**config.mk**
```make
export PLATFORM = sky130hd
export DESIGN_NAME = mbox_tx_arb
export DESIGN_NICKNAME = d
export VERILOG_FILES = /design/src/rtl/mbox_arb_pkg.sv /design/src/rtl/mbox_rr_pick.sv /design/src/rtl/mbox_tx_arb.sv
export SDC_FILE = /design/constraint.sdc
export NUM_CORES = 1
export LEC_CHECK = 0
export ABC_AREA = 1
export CORE_MARGIN = 2
export CORE_UTILIZATION = 36
export DETAILED_ROUTE_END_ITERATION = 8
export PLACE_DENSITY = 0.84
export SLEW_MARGIN = 5
export SYNTH_ARGS = -nofsm -noshare
export SYNTH_HDL_FRONTEND = slang
export SYNTH_HIERARCHICAL = 1
export SYNTH_SLANG_ARGS = --single-unit
```
**constraint.sdc**
```tcl
create_clock -name aclk -period 1.9 [get_ports aclk]
set_input_delay 0.285 -clock aclk [delete_from_list [all_inputs] [get_ports aclk]]
set_output_delay 0.285 -clock aclk [all_outputs]
set_load 0.02 [all_outputs]
```
**src/rtl/mbox_arb_pkg.sv**
```systemverilog
// Shared types and defaults for the mailbox transmit arbiter.
package mbox_arb_pkg;

  typedef enum logic [1:0] {
    IDLE  = 2'd0,
    XFER  = 2'd1,
    DONE  = 2'd2,
    ABORT = 2'd3
  } state_t;

  localparam int MAX_WORDS_DEF   = 1024;
  localparam int TIMEOUT_CYC_DEF = 4096;
  localparam int BEAT_CNT_W      = 11;

  // Index width for a requester count; a single bit is kept even for degenerate sizes.
  function automatic int idx_w(input int n);
    return (n > 1) ? $clog2(n) : 1;
  endfunction

endpackage

```
**src/rtl/mbox_rr_pick.sv**
```systemverilog
// Combinational round-robin selector: the first requester after ptr wins.
module mbox_rr_pick
  import mbox_arb_pkg::*;
#(
  parameter int NREQ = 2,
  parameter int IW   = idx_w(NREQ)
) (
  input  logic [NREQ-1:0] req,
  input  logic [IW-1:0]   ptr,
  output logic [NREQ-1:0] gnt,
  output logic [IW-1:0]   idx
);

  logic          found;
  logic [IW-1:0] cand;

  always_comb begin
    gnt   = '0;
    idx   = '0;
    found = 1'b0;
    cand  = '0;
    // Scan ptr+1 .. ptr+NREQ so the previous owner is considered last.
    for (int i = 1; i <= NREQ; i++) begin
      cand = IW'((int'(ptr) + i) % NREQ);
      if (!found && req[cand]) begin
        found     = 1'b1;
        gnt[cand] = 1'b1;
        idx       = cand;
      end
    end
  end

endmodule

```
**src/rtl/mbox_tx_arb.sv**
```systemverilog
// Multi-requester mailbox transmit arbiter with packet framing and overrun guard.
// Optional stall timeout is built in when MBOX_ARB_TIMEOUT_EN is defined.
module mbox_tx_arb
  import mbox_arb_pkg::*;
#(
  parameter int NREQ        = 2,
  parameter int MAX_WORDS   = MAX_WORDS_DEF,
  parameter int TIMEOUT_CYC = TIMEOUT_CYC_DEF
) (
  input  logic              aclk,
  input  logic              reset,
  input  logic [NREQ*32-1:0] req_dat,
  input  logic [NREQ-1:0]   req_valid,
  input  logic [NREQ-1:0]   req_last,
  output logic [NREQ-1:0]   req_ready,
  input  logic [NREQ-1:0]   req_abort,
  output logic [NREQ-1:0]   grant,
  output logic [31:0]       mbox_w_dat,
  output logic              mbox_w_valid,
  input  logic              mbox_w_ready,
  output logic              mbox_w_done,
  output logic              mbox_w_abort,
  output logic              err_overrun,
  output logic              err_timeout
);

  localparam int IW = idx_w(NREQ);

  // Handshake: a beat moves when mbox_w_valid && mbox_w_ready; the granted
  // requester sees the same transfer as req_valid[g] && req_ready[g].
  state_t                state, state_nxt;
  logic [NREQ-1:0]       grant_q, grant_nxt, pick_gnt;
  logic [IW-1:0]         gidx, gidx_nxt, ptr, ptr_nxt, pick_idx;
  logic [BEAT_CNT_W-1:0] beat_cnt, beat_cnt_nxt;
  logic                  ovr_q, ovr_nxt;
  logic                  in_xfer, g_valid, g_last, g_abort, accept, stall_hit;
  logic [31:0]           g_dat;

  mbox_rr_pick #(.NREQ(NREQ), .IW(IW)) u_pick (
    .req (req_valid),
    .ptr (ptr),
    .gnt (pick_gnt),
    .idx (pick_idx)
  );

  always_comb begin
    g_dat = '0;
    for (int i = 0; i < NREQ; i++)
      if (gidx == IW'(i)) g_dat = req_dat[32*i +: 32];
  end

  assign in_xfer   = (state == XFER);
  assign g_valid   = req_valid[gidx];
  assign g_last    = req_last[gidx];
  assign g_abort   = req_abort[gidx];

  // Owner abort masks the beat in the same cycle it is raised.
  assign mbox_w_valid = in_xfer & g_valid & ~g_abort;
  assign mbox_w_dat   = in_xfer ? g_dat : '0;
  assign req_ready    = (in_xfer & mbox_w_ready & ~g_abort) ? grant_q : '0;
  assign accept       = mbox_w_valid & mbox_w_ready;
  assign grant        = grant_q;
  assign mbox_w_done  = (state == DONE);
  assign mbox_w_abort = (state == ABORT);
  assign err_overrun  = ovr_q;

`ifdef MBOX_ARB_TIMEOUT_EN
  localparam int SW = $clog2(TIMEOUT_CYC + 1);
  logic [SW-1:0] stall_cnt;
  logic          stall;
  logic          tmo_q;

  assign stall       = mbox_w_valid & ~mbox_w_ready;
  assign stall_hit   = stall && (stall_cnt == SW'(TIMEOUT_CYC - 1));
  assign err_timeout = tmo_q;

  always_ff @(posedge aclk) begin
    if (reset) begin
      stall_cnt <= '0;
      tmo_q     <= 1'b0;
    end else begin
      stall_cnt <= stall ? stall_cnt + 1'b1 : '0;
      tmo_q     <= stall_hit;
    end
  end
`else
  assign stall_hit   = 1'b0;
  assign err_timeout = 1'b0;
`endif

  always_comb begin
    state_nxt    = state;
    grant_nxt    = grant_q;
    gidx_nxt     = gidx;
    ptr_nxt      = ptr;
    beat_cnt_nxt = beat_cnt;
    ovr_nxt      = 1'b0;
    case (state)
      IDLE: begin
        if (|req_valid) begin
          grant_nxt = pick_gnt;
          gidx_nxt  = pick_idx;
          state_nxt = XFER;
        end
      end
      XFER: begin
        if (g_abort) begin
          state_nxt = ABORT;
        end else if (accept) begin
          beat_cnt_nxt = beat_cnt + 1'b1;
          if (g_last) begin
            state_nxt = DONE;
          end else if (beat_cnt == BEAT_CNT_W'(MAX_WORDS - 1)) begin
            state_nxt = ABORT;
            ovr_nxt   = 1'b1;
          end
        end else if (stall_hit) begin
          state_nxt = ABORT;
        end
      end
      DONE, ABORT: begin
        grant_nxt    = '0;
        beat_cnt_nxt = '0;
        ptr_nxt      = gidx;
        state_nxt    = IDLE;
      end
      default: state_nxt = IDLE;
    endcase
  end

  // Pointer resets to the top index so requester 0 is scanned first.
  always_ff @(posedge aclk) begin
    if (reset) begin
      state    <= IDLE;
      grant_q  <= '0;
      gidx     <= '0;
      ptr      <= IW'(NREQ - 1);
      beat_cnt <= '0;
      ovr_q    <= 1'b0;
    end else begin
      state    <= state_nxt;
      grant_q  <= grant_nxt;
      gidx     <= gidx_nxt;
      ptr      <= ptr_nxt;
      beat_cnt <= beat_cnt_nxt;
      ovr_q    <= ovr_nxt;
    end
  end

endmodule

```
==> metrics.md, run 1 <==
| Metric | Value |
|---|---|
| Status | complete, no violations |
| Worst skew pair latency | 0.26 ns |
| Fraction of layout cells with a size suffix above 1 | 6.89% |
| Initial core utilization | 37.1% |
| Static Leakage | 1.33 nW |
| Buffer count from post-CTS setup fixing | 0 |
| Fin nets | 467 |
| Final Hold Fails | 0 |
| ANT cells | 0 |
| Hold WC Path Type | flip-flop to flip-flop |
| DRC viols | 0 |
| Critical path data arrival time | 1.51 ns |
| Peak Freq | 557 MHz |
| Vias after detailed routing | 2113 |
| Ys Warns | 6 |
| R2R Path Start | gidx |
| Delay-heaviest family, CP | flip-flops |
| Worst Path Buf+Inv | 2 |
| Setup_tns | 0 ns |
| Critical path type | flip-flop to output port |
| Die Y | 68.0 um |
| Crit-path slowest cell | dfxtp_1 |
| Largest net degree at the start of global routing | 34 |
| Hold path start | beat_cnt[1] |
| Place WS | -0.114 ns |
| Tmin final | 1.79 ns |
| Hold Crit Endpoint | beat_cnt[1] |
| Worst Hold Path Cells | 2 |
| Top post-synthesis cells by area | nand2_1 (29%), dfxtp_1 (24%), a21oi_1 (15%), nor2_1 (7.9%), inv_1 (5.1%) |
| Seq/Total Area, Yosys | 24.4% |
| Setup violations, final | 0 |
| Switch Pwr | 0.000581 W |
| Clk pwr share | 21.2% |
| Worst Skew | 0.00193 ns |
| Pins over their slew limit | 0 |
| Top cell by count, worst path | nor2_1 |
| CTS buffer count | 3 |
| 1st-iter DRT viols | 70 |
| Int Power | ~0.00094 W |
| Share of the synthesized area in the top cell type | 28.8% |
| CTS Buffer Depth | 2 |
| CP cell instances | inv_1 > nor2_1 > nand3_1 > nor2_1 > dlygate4sd2_1 |
| Via density | 4.78 |
| Initial antenna violation count | 0 |
| Site Rows | 23 |
| Logic pwr share | 51.3% |
| Period utilisation layout | 94.4% |
| RD Place Congestion | 0.777 |
| Post-route setup slack | 0.106 ns |
| Syn Inst Count | 275 |
| Worst Setup Start Kind | flip-flop |
| Worst setup EP type | output port |
| Vias in the first global route | 1919 |
| Cell total after placement | between 400 and 500 |
| R2r setup slk | about 0.45 ns |
| Core ar. | 0.00397 mm2 |
| CP max stage delay | 0.44 ns |
| Synthesized area | 0.00148 mm2 |
| Switching part of the total power | 38.2% |
| Area Growth Syn to Fin | 85.7% |
| Global-route wire length before repair | approximately 8.3 mm |
| Final wirelength | 5.38 mm |
| Io pins | about 110 |
| Hold buffer count at cts | 0 |
| Reg2reg end | beat_cnt[5] |
| Clk sinks | 18 |
| Syn_nets | roughly 350 |
| RSZ-0062 raised after global routing | no |
| Post-Place Cell Area | 0.00273 mm2 |
| Drt wl/cell | 12.2 um |
| WP depth | 5 |
| Detailed Place HPWL | 4.40 mm |
| Synth unique cells | 22 |
| Reg power frac | 27.5% |
| DIE AREA | roughly 0.0046 mm2 |
| Post-CTS resize count | 36 |
| Total GRT Usage | 23.3% |
| Yosys top cell by area | nand2_1 |
| First-pass iteration count of the detailed router | 4 |
| Worst VDD drop | 282 uV |
| H-tree depth | 1 |
| FF+latch count, synth | 18 |
| Reg clk slew, reported paths | 0.07 ns |
| Max-Cap Viols | 0 |
| Clk root buf | clkbuf_8 |
| CTS tree | built |
| CP max FO | 5 |
| Cell area after layout | between 0.002 and 0.003 mm2 |
| Syn_area_per_cell | 5.36 um2 |
| Non-Filler Instances | ~440 |
| Power Density | ~550 mW/mm2 |
| Width of the die | 68.0 um |
| Layout fillers | 371 |
| CP required | 1.62 ns |
| Grt total ovfl | 0 |
| IO Port Bufs | around 110 |
| Final hold slack | 0.485 ns |
| Worst Reg-to-Reg Cells | 9 |
| Antenna-violating nets left | 0 |
## layout by cell type (no fill, tap or decap), drive strengths merged
cell           netlist  final
a21oi               44     44
ha                   1      1
o21ai                7      7
inv                 24     24
nor3                 3      3
nand2              116    116
clkdlybuf4s50        0     76
dfxtp               18     18
dlygate4sd2          0     36
buf                  3     13
clkbuf               9      4
nor2                33     33
conb                 1      1
nand3               15     15
nand4                1      1
## worst register-to-register path, cell delays in order (launching register included)
cell and delay (ns):
dfxtp_1 0.40, buf_4 0.19, nand2_1 0.06, nand2_1 0.09, buf_4 0.13, nand3_4 0.11, inv_4 0.12, nand2_1 0.08
o21ai_1 0.13, nor2_1 0.05
## metrics by stage
step / utilization, % / power [W]
after floorplan: - / 0.000825
after global placement: 68.7 / 0.00126
after detailed placement: 68.7 / 0.00127
after CTS: 69.0 / 0.00153
after global routing: 69.0 / 0.00162
final: 69.0 / 0.00152
## sequential cells by signal, summed over array words and instances (netlist names)
register,cells
beat_cnt,11
err_overrun,1
gidx,1
grant,2
ptr,1
state,2
## cell usage after synthesis
| library cell | count |
|---|---|
| nand2_1 | 113 |
| a21oi_1 | 44 |
| nor2_1 | 31 |
| inv_1 | 20 |
| dfxtp_1 | 18 |
| nand3_1 | 14 |
| clkbuf_1 | 9 |
| o21ai_0 | 6 |
| nor3_1 | 3 |
| buf_4 | 2 |
| inv_2 | 2 |
| inv_4 | 2 |
| nand2_4 | 2 |
| buf_1 | 1 |
| conb_1 | 1 |
| ha_1 | 1 |
| nand2_2 | 1 |
| nand3_4 | 1 |
| nand4_1 | 1 |
| nor2_2 | 1 |
| nor2_4 | 1 |
| o21ai_1 | 1 |
## layout make-up
class,count,area (um2),share of cell area [%]
timing repair buffer,125,1200,43.8
multi-input combinational,221,967,35.3
sequential,18,360,13.2
inverter,24,95.1,3.47
tap,50,62.6,2.28
clock buffer,4,55.1,2.01
## cell families (layout without fill, tap and decap cells)
kind of cell | Yosys count | count (layout) | share of synthesized area, %
and+or+nand+nor | 168 | 168 | 47.2
adders and majority gates | 1 | 1 | 0.848
DFF | 18 | 18 | 24.4
AOI/OAI and AO/OA | 51 | 51 | 17.3
other | 1 | 1 | 0.254
buffers and inverters | 36 | 153 | 10.0
## power groups by stage
stage	Clock (W)	Sequential [W]	Combinational, W
5_1_grt	0.000339	0.000421	0.000856
3_5_place_dp	0	0.000426	0.000843
6_report	0.000322	0.000418	0.000778
3_3_place_gp	0	0.000426	0.000834
4_1_cts	0.000325	0.000418	0.000783
2_1_floorplan	0	0.000425	0.000400
## routing by layer
layer	share of wire, %	track usage (%)	routed length (um)	vias to the layer above
li1	-	-	-	1103
met5	0	0	0	-
met3	10	10.4	555	11
met4	2.2	7.50	116	0
met1	37	24.7	2010	929
met2	50	40.9	2700	70
## how the worst max path moves through the flow
stage                      start             end  slack, ns
floorplan                   gidx  mbox_w_dat[10]       0.43
global placement    req_valid[1]    mbox_w_valid      -0.06
detailed placement  mbox_w_ready    req_ready[0]      -0.11
CTS                         gidx  mbox_w_dat[30]        0.1
global route                gidx   mbox_w_dat[4]      0.004
finish                  state[0]    mbox_w_valid       0.11
Power figures use the tool's default switching activity.
==> run 2: changes to the inputs <==
Settings changed: CTS_CLUSTER_DIAMETER from default to 200, SETUP_SLACK_MARGIN from default to 0.1.
==> run 2 against run 1 <==
  * Largest power group unchanged
  * Sequential share of layout area rose by 0.54 points
  * Critical path type unchanged
  * Cell area shrank 3.9%
  * Hold slack better by 0.0011 ns
  * Power down 1.1%
  * Core utilization decreased by 2.7 points
  * Highest routed layer unchanged
==> metrics.md, run 2 (synthesis gave the netlist of run 1 again) <==
| Metric | Value |
|---|---|
| First-pass iteration count of the detailed router | 4 (unchanged) |
| Fin nets | 467 (unchanged) |
| Worst Setup Start Kind | flip-flop |
| Util after Layout | 66.3% (-2.7 points) |
| Clk root buf | clkbuf_8 |
| Status | complete, no violations |
| Site Rows | 23 (unchanged) |
| Worst Skew | 0.00143 ns (-0.000496 ns) |
| CP max FO | 33 (+28) |
| RD Place Congestion | 0.777 (unchanged) |
| Area Growth Syn to Fin | 78.4% |
| GR Layer Usage met3 | 10.4% (unchanged) |
| Final wirelength | 5.32 mm (-1.2%) |
| CP required | 1.62 ns (about the same) |
| GRT met2 Usage | 40.9% (unchanged) |
| CTS Buffer Depth | 2 (unchanged) |
| Vias in the first global route | 1919 (unchanged) |
| Max reg flops | 11 (unchanged) |
| Hold buffer count at cts | 0 (unchanged) |
| Gr busiest metal | met2 |
| Static Leakage | 1.24 nW (-6.7%) |
| Final Hold Fails | 0 (unchanged) |
| Largest net degree at the start of global routing | 34 (unchanged) |
| Reg2reg end | beat_cnt[5] |
| RSZ-0062 raised after global routing | yes |
| Fraction of layout cells with a size suffix above 1 | 14.5% (+7.7 points) |
| Most flop-heavy register | beat_cnt |
| Post-Place Cell Area | 0.00273 mm2 (unchanged) |
| R2R Path Start | gidx |
| Total GRT Usage | 23.3% (unchanged) |
| Io pins | 114 (unchanged) |
| WP depth | 5 (unchanged) |
| CTS buffer count | 3 (unchanged) |
| Commonest cells after routing, fill and taps aside | nand2_1 (113), clkdlybuf4s50_1 (76), a21oi_1 (44) |
| Core ar. | 0.00397 mm2 (unchanged) |
| Vias after detailed routing | 2110 (-0.14%) |
| Worst Reg-to-Reg Cells | 9 (unchanged) |
| GR Util met1 | 24.7% (unchanged) |
| CP cell instances | inv_2 > buf_12 > nand2_1 > a21oi_1 > dlygate4sd2_1 |
| Delay-heaviest family, CP | buffers and inverters |
| Peak Freq | 565 MHz (+1.4%) |
| Drt wl/cell | 12.0 um (-1.2%) |
| Reg clk slew, reported paths | 0.07 ns (about the same) |
| Worst Path Buf+Inv | 3 (+1) |
| Commonest non-fill, non-tap cell in the layout | nand2_1 |
| Hold path start | beat_cnt[10] |
| Power Density | 570 mW/mm2 (+2.9%) |
| Worst VDD drop | 269 uV (-4.5%) |
| Grt total ovfl | 0 (unchanged) |
| Setup violations, final | 0 (unchanged) |
| ANT cells | 0 (unchanged) |
| Via density | 4.77 (-0.14%) |
| IO Port Bufs | 112 (unchanged) |
| DIE AREA | 0.00463 mm2 (unchanged) |
| Max-Cap Viols | 0 (unchanged) |
| Buffer count from post-CTS setup fixing | 0 (unchanged) |
| Crit-path slowest cell | dfxtp_1 |
| Setup crit start | gidx |
| Crit path capture | mbox_w_dat[8] |
| Antenna-violating nets left | 0 (unchanged) |
| Worst skew pair latency | 0.26 ns (about the same) |
| Initial antenna violation count | 0 (unchanged) |
| Die Y | 68.0 um (unchanged) |
| Worst setup EP type | output port |
| Period utilisation layout | 93.1% (-1.3 points) |
| DRC viols | 0 (unchanged) |
| Initial core utilization | 37.1% (unchanged) |
| Critical path type | flip-flop to output port |
| Width of the die | 68.0 um (unchanged) |
| Clk sinks | 18 (unchanged) |
| H-tree depth | 1 (unchanged) |
| Critical path data arrival time | 1.48 ns (-0.03 ns) |
| Pins over their slew limit | 0 (unchanged) |
| Tmin final | 1.77 ns (-0.0245 ns) |
| Hold WC Path Type | flip-flop to flip-flop |
| Detailed Place HPWL | 4.40 mm (unchanged) |
| Cell area after layout | 0.00263 mm2 (-3.9%) |
| CP max stage delay | 0.36 ns (-0.08 ns) |
| Global-route wire length before repair | 8.30 mm (unchanged) |
| R2r setup slk | 0.42 ns (-0.03 ns) |
| 1st-iter DRT viols | 112 (+60%) |
| CTS tree | built |
[run 2: changes by cell type in the layout (fill, tap and decap cells not counted)]
cell	delta
buf_4	-1
buf_6	+1
clkbuf_2	+30
clkdlybuf4s15_1	+1
dlygate4sd2_1	-31
[run 2: timing repair]
item	CTS	global route
cloned	0	0
gates resized for setup	36	62
setup endpoints to repair	36	35
hold endpoints to repair	0	0
[run 2: report_power, final]
| group | total [W] | internal [W] | switching, W |
|---|---|---|---|
| logic | 0.000762 | 0.000340 | 0.000421 |
| clock network | 0.000321 | 0.000185 | 0.000136 |
| registers | 0.000419 | 0.000395 | 0.0000231 |
[run 2: worst min-delay path: stages, from the launching register on]
cell	delay (ns)
dfxtp_1	0.33
nand3_1	0.08
nand2_1	0.04
[run 2: routing by layer]
metal  share of wire [%]  vias up
li1                    -     1102
met1                  37      930
met2                  50       67
met3                  10       11
met4                 2.3        0
met5                   0        -
[run 2: how the worst min path moves through the flow]
stage | slack (ns) | endpoint | depth (start not counted)
floorplan | 0.45 | beat_cnt[0] | 1
global placement | 0.46 | beat_cnt[0] | 1
detailed placement | 0.48 | beat_cnt[10] | 2
CTS | 0.49 | beat_cnt[10] | 2
global route | 0.51 | beat_cnt[10] | 2
finish | 0.49 | beat_cnt[10] | 2
[run 2: final cells by class]
cell class	instances	area [um2]
multi-input cells	221	967
repair buffers	125	1090
flip-flops and latches	18	360
fillers	376	1340
inverters	24	95.1
well taps	50	62.6
clock buffers	4	55.1
[run 2: metrics by stage]
| stage | hold slack [ns] | instances | setup TNS, ns | worst slack (ns) | power [W] |
|---|---|---|---|---|---|
| after global placement | 0.463 | 438 | -0.162 | -0.0614 | 0.00126 |
| final | 0.486 | 442 | 0 | 0.131 | 0.00150 |
| after CTS | 0.487 | 442 | 0 | 0.0963 | 0.00153 |
| after floorplan | 0.447 | 275 | 0 | 0.434 | 0.000825 |
| after detailed placement | 0.477 | 438 | -0.260 | -0.114 | 0.00127 |
| after global routing | 0.509 | 442 | 0 | 0.0466 | 0.00160 |
==> run 3: changes to the inputs <==
Settings changed: CORE_ASPECT_RATIO from default to 1.25, SKIP_CTS_REPAIR_TIMING from default to 1.
==> run 3 against run 2 <==
  * First-iteration DRC count up 2.7%
  * Clock skew down 0.00062 ns
  * Clock power down 2%
  * Cell area up 7.6%
  * Wire length down 0.60%
  * Sequential power about the same
  * Core utilization up 4.5 points
  * Flip-flop and latch count unchanged
  * Largest cell class unchanged
==> metrics.md, run 3 (synthesis gave the netlist of run 1 again) <==
| Metric | Value |
|---|---|
| Setup_tns | 0 ns (unchanged) |
| DIE AREA | 0.00463 mm2 (about the same) |
| Largest net degree at the start of global routing | 34 (unchanged) |
| Core ar. | 0.00400 mm2 (+0.76%) |
| Site Rows | 26 (+13%) |
| Fin nets | 466 (-0.21%) |
| CTS Buffer Depth | 2 (unchanged) |
| Area occupied by registers | 363 um2 (+0.69%) |
| Power Density | 545 mW/mm2 (-4.5%) |
| Setup violations, final | 0 (unchanged) |
| Hold Crit Endpoint | grant[1] |
| Total GRT Usage | 22.5% (-0.74 points) |
| First-pass iteration count of the detailed router | 4 (unchanged) |
| Initial core utilization | 36.9% (-0.28 points) |
| Reg2reg end | beat_cnt[5] |
| Reg clk slew, reported paths | 0.07 ns (about the same) |
| Worst skew pair latency | 0.25 ns (about the same) |
| Final Hold Fails | 0 (unchanged) |
| Period utilisation layout | 92.6% (-0.54 points) |
| Post-route setup slack | 0.141 ns (+0.0103 ns) |
| Fraction of layout cells with a size suffix above 1 | 8.70% (-5.8 points) |
| Hold path start | grant[1] |
| Critical path data arrival time | 1.47 ns (about the same) |
| 1st-iter DRT viols | 115 (+2.7%) |
| Commonest non-fill, non-tap cell in the layout | nand2_1 |
| R2R Path Start | gidx |
| Static Leakage | 1.66 nW (+34%) |
| Worst Setup Start Kind | flip-flop |
| Die Y | 75.6 um (+11%) |
| Place WS | -0.130 ns (-0.0157 ns) |
| Pins over their slew limit | 0 (unchanged) |
| Status | complete, no violations |
| Area Growth Syn to Fin | 91.9% |
| Layout fillers | 321 (-15%) |
| Peak Freq | 568 MHz (+0.58%) |
| CP max FO | 14 (-58%) |
| IO Port Bufs | 112 (unchanged) |
| Antenna-violating nets left | 0 (unchanged) |
| Hold WC Path Type | flip-flop to flip-flop |
| Global-route wire length before repair | 7.96 mm (-4.1%) |
| RD Place Congestion | 0.821 (+5.7%) |
| Tmin final | 1.76 ns (-0.0103 ns) |
| Commonest cells after routing, fill and taps aside | nand2_1 (113), clkdlybuf4s50_1 (76), a21oi_1 (44) |
| Clk root buf | clkbuf_8 |
| ANT cells | 0 (unchanged) |
| CTS tree | built |
| Worst Skew | 0.000816 ns (-0.000616 ns) |
| Clk sinks | 18 (unchanged) |
| Worst Reg-to-Reg Cells | 9 (unchanged) |
| DRC viols | 0 (unchanged) |
| Critical path type | flip-flop to output port |
| Grt total ovfl | 0 (unchanged) |
| RSZ-0062 raised after global routing | yes |
| CP required | 1.62 ns (about the same) |
| Detailed Place HPWL | 4.24 mm (-3.8%) |
| Area of the multi-input gates | 967 um2 (unchanged) |
| Width of the die | 61.3 um (-9.9%) |
| Worst VDD drop | 271 uV (+0.58%) |
| Via density | 4.79 (+0.24%) |
| Io pins | 114 (unchanged) |
| Power, Total | 0.00154 W (+2.8%) |
| H-tree depth | 1 (unchanged) |
| Worst Hold Path Cells | 2 (unchanged) |
| Vias after detailed routing | 2139 (+1.4%) |
| Max-Cap Viols | 0 (unchanged) |
| R2r setup slk | 0.37 ns (-0.05 ns) |
| Drt wl/cell | 11.8 um (-1.7%) |
| Final wirelength | 5.29 mm (-0.60%) |
| Vias in the first global route | 1917 (-0.10%) |
| CTS buffer count | 3 (unchanged) |
| Max reg flops | 11 (unchanged) |
| Worst setup EP type | output port |
| Initial antenna violation count | 0 (unchanged) |
| Most flop-heavy register | beat_cnt |
[run 3: cell types whose count changed in the layout (fill, tap and decap cells not counted)]
| cell | before | now |
|---|---|---|
| buf_6 | 1 | 0 |
| clkbuf_2 | 30 | 6 |
| clkdlybuf4s15_1 | 1 | 0 |
| dfxtp_1 | 18 | 16 |
| dfxtp_2 | 0 | 2 |
| dlygate4sd2_1 | 5 | 0 |
| dlymetal6s2s_1 | 0 | 30 |
[run 3: layout make-up]
type,instances,share of cell area [%]
clock buffers,4,1.94
flip-flops and latches,18,12.8
repair buffers,124,45.2
well taps,56,2.47
multi-input cells,221,34.2
inverters,24,3.36
[run 3: metrics by stage]
stage | cells | util (%) | area [um2] | hold WS (ns)
3_5_place_dp | 443 | 68.2 | 2730 | 0.477
3_3_place_gp | 443 | 68.2 | 2730 | 0.466
4_1_cts | 447 | 69.6 | 2780 | 0.486
5_1_grt | 447 | 70.8 | 2830 | 0.516
6_report | 447 | 70.8 | 2830 | 0.487
2_1_floorplan | 275 | - | 1480 | 0.447
[run 3: how the worst max path moves through the flow]
| stage | from | endpoint | slack (ns) | cells after the start |
|---|---|---|---|---|
| 2_1_floorplan | gidx | mbox_w_dat[10] | 0.43 | 4 |
| 3_3_place_gp | mbox_w_ready | req_ready[0] | -0.12 | 6 |
| 3_5_place_dp | mbox_w_ready | req_ready[0] | -0.13 | 6 |
| 4_1_cts | gidx | mbox_w_valid | -0.25 | 6 |
| 5_1_grt | gidx | mbox_w_valid | 0.06 | 6 |
| 6_report | gidx | mbox_w_valid | 0.14 | 6 |
[run 3: metal layers]
layer	GRT usage [%]	vias to the layer above	wire length [um]	share of wire, %
met5	0	-	0	0
met4	6.52	0	72	1.4
met3	7.30	9	463	8.8
met2	42.8	96	2840	54
met1	22.9	935	1920	36
li1	-	1099	-	-
[run 3: where the power goes]
part           switching [W]  leakage (nW)  total, W  internal [W]
clock network       0.000129        0.0288  0.000314      0.000184
registers          0.0000247         0.147  0.000421      0.000397
logic               0.000415          1.49  0.000808      0.000392
total               0.000569          1.66   0.00154      0.000973
[run 3: critical path, cell delays in order, from the launching register on]
cell and delay (ns):
dfxtp_1 0.41, buf_4 0.23, nand2_1 0.07, nand2_1 0.10
inv_1 0.05, nor2_1 0.12, dlymetal6s2s_1 0.24
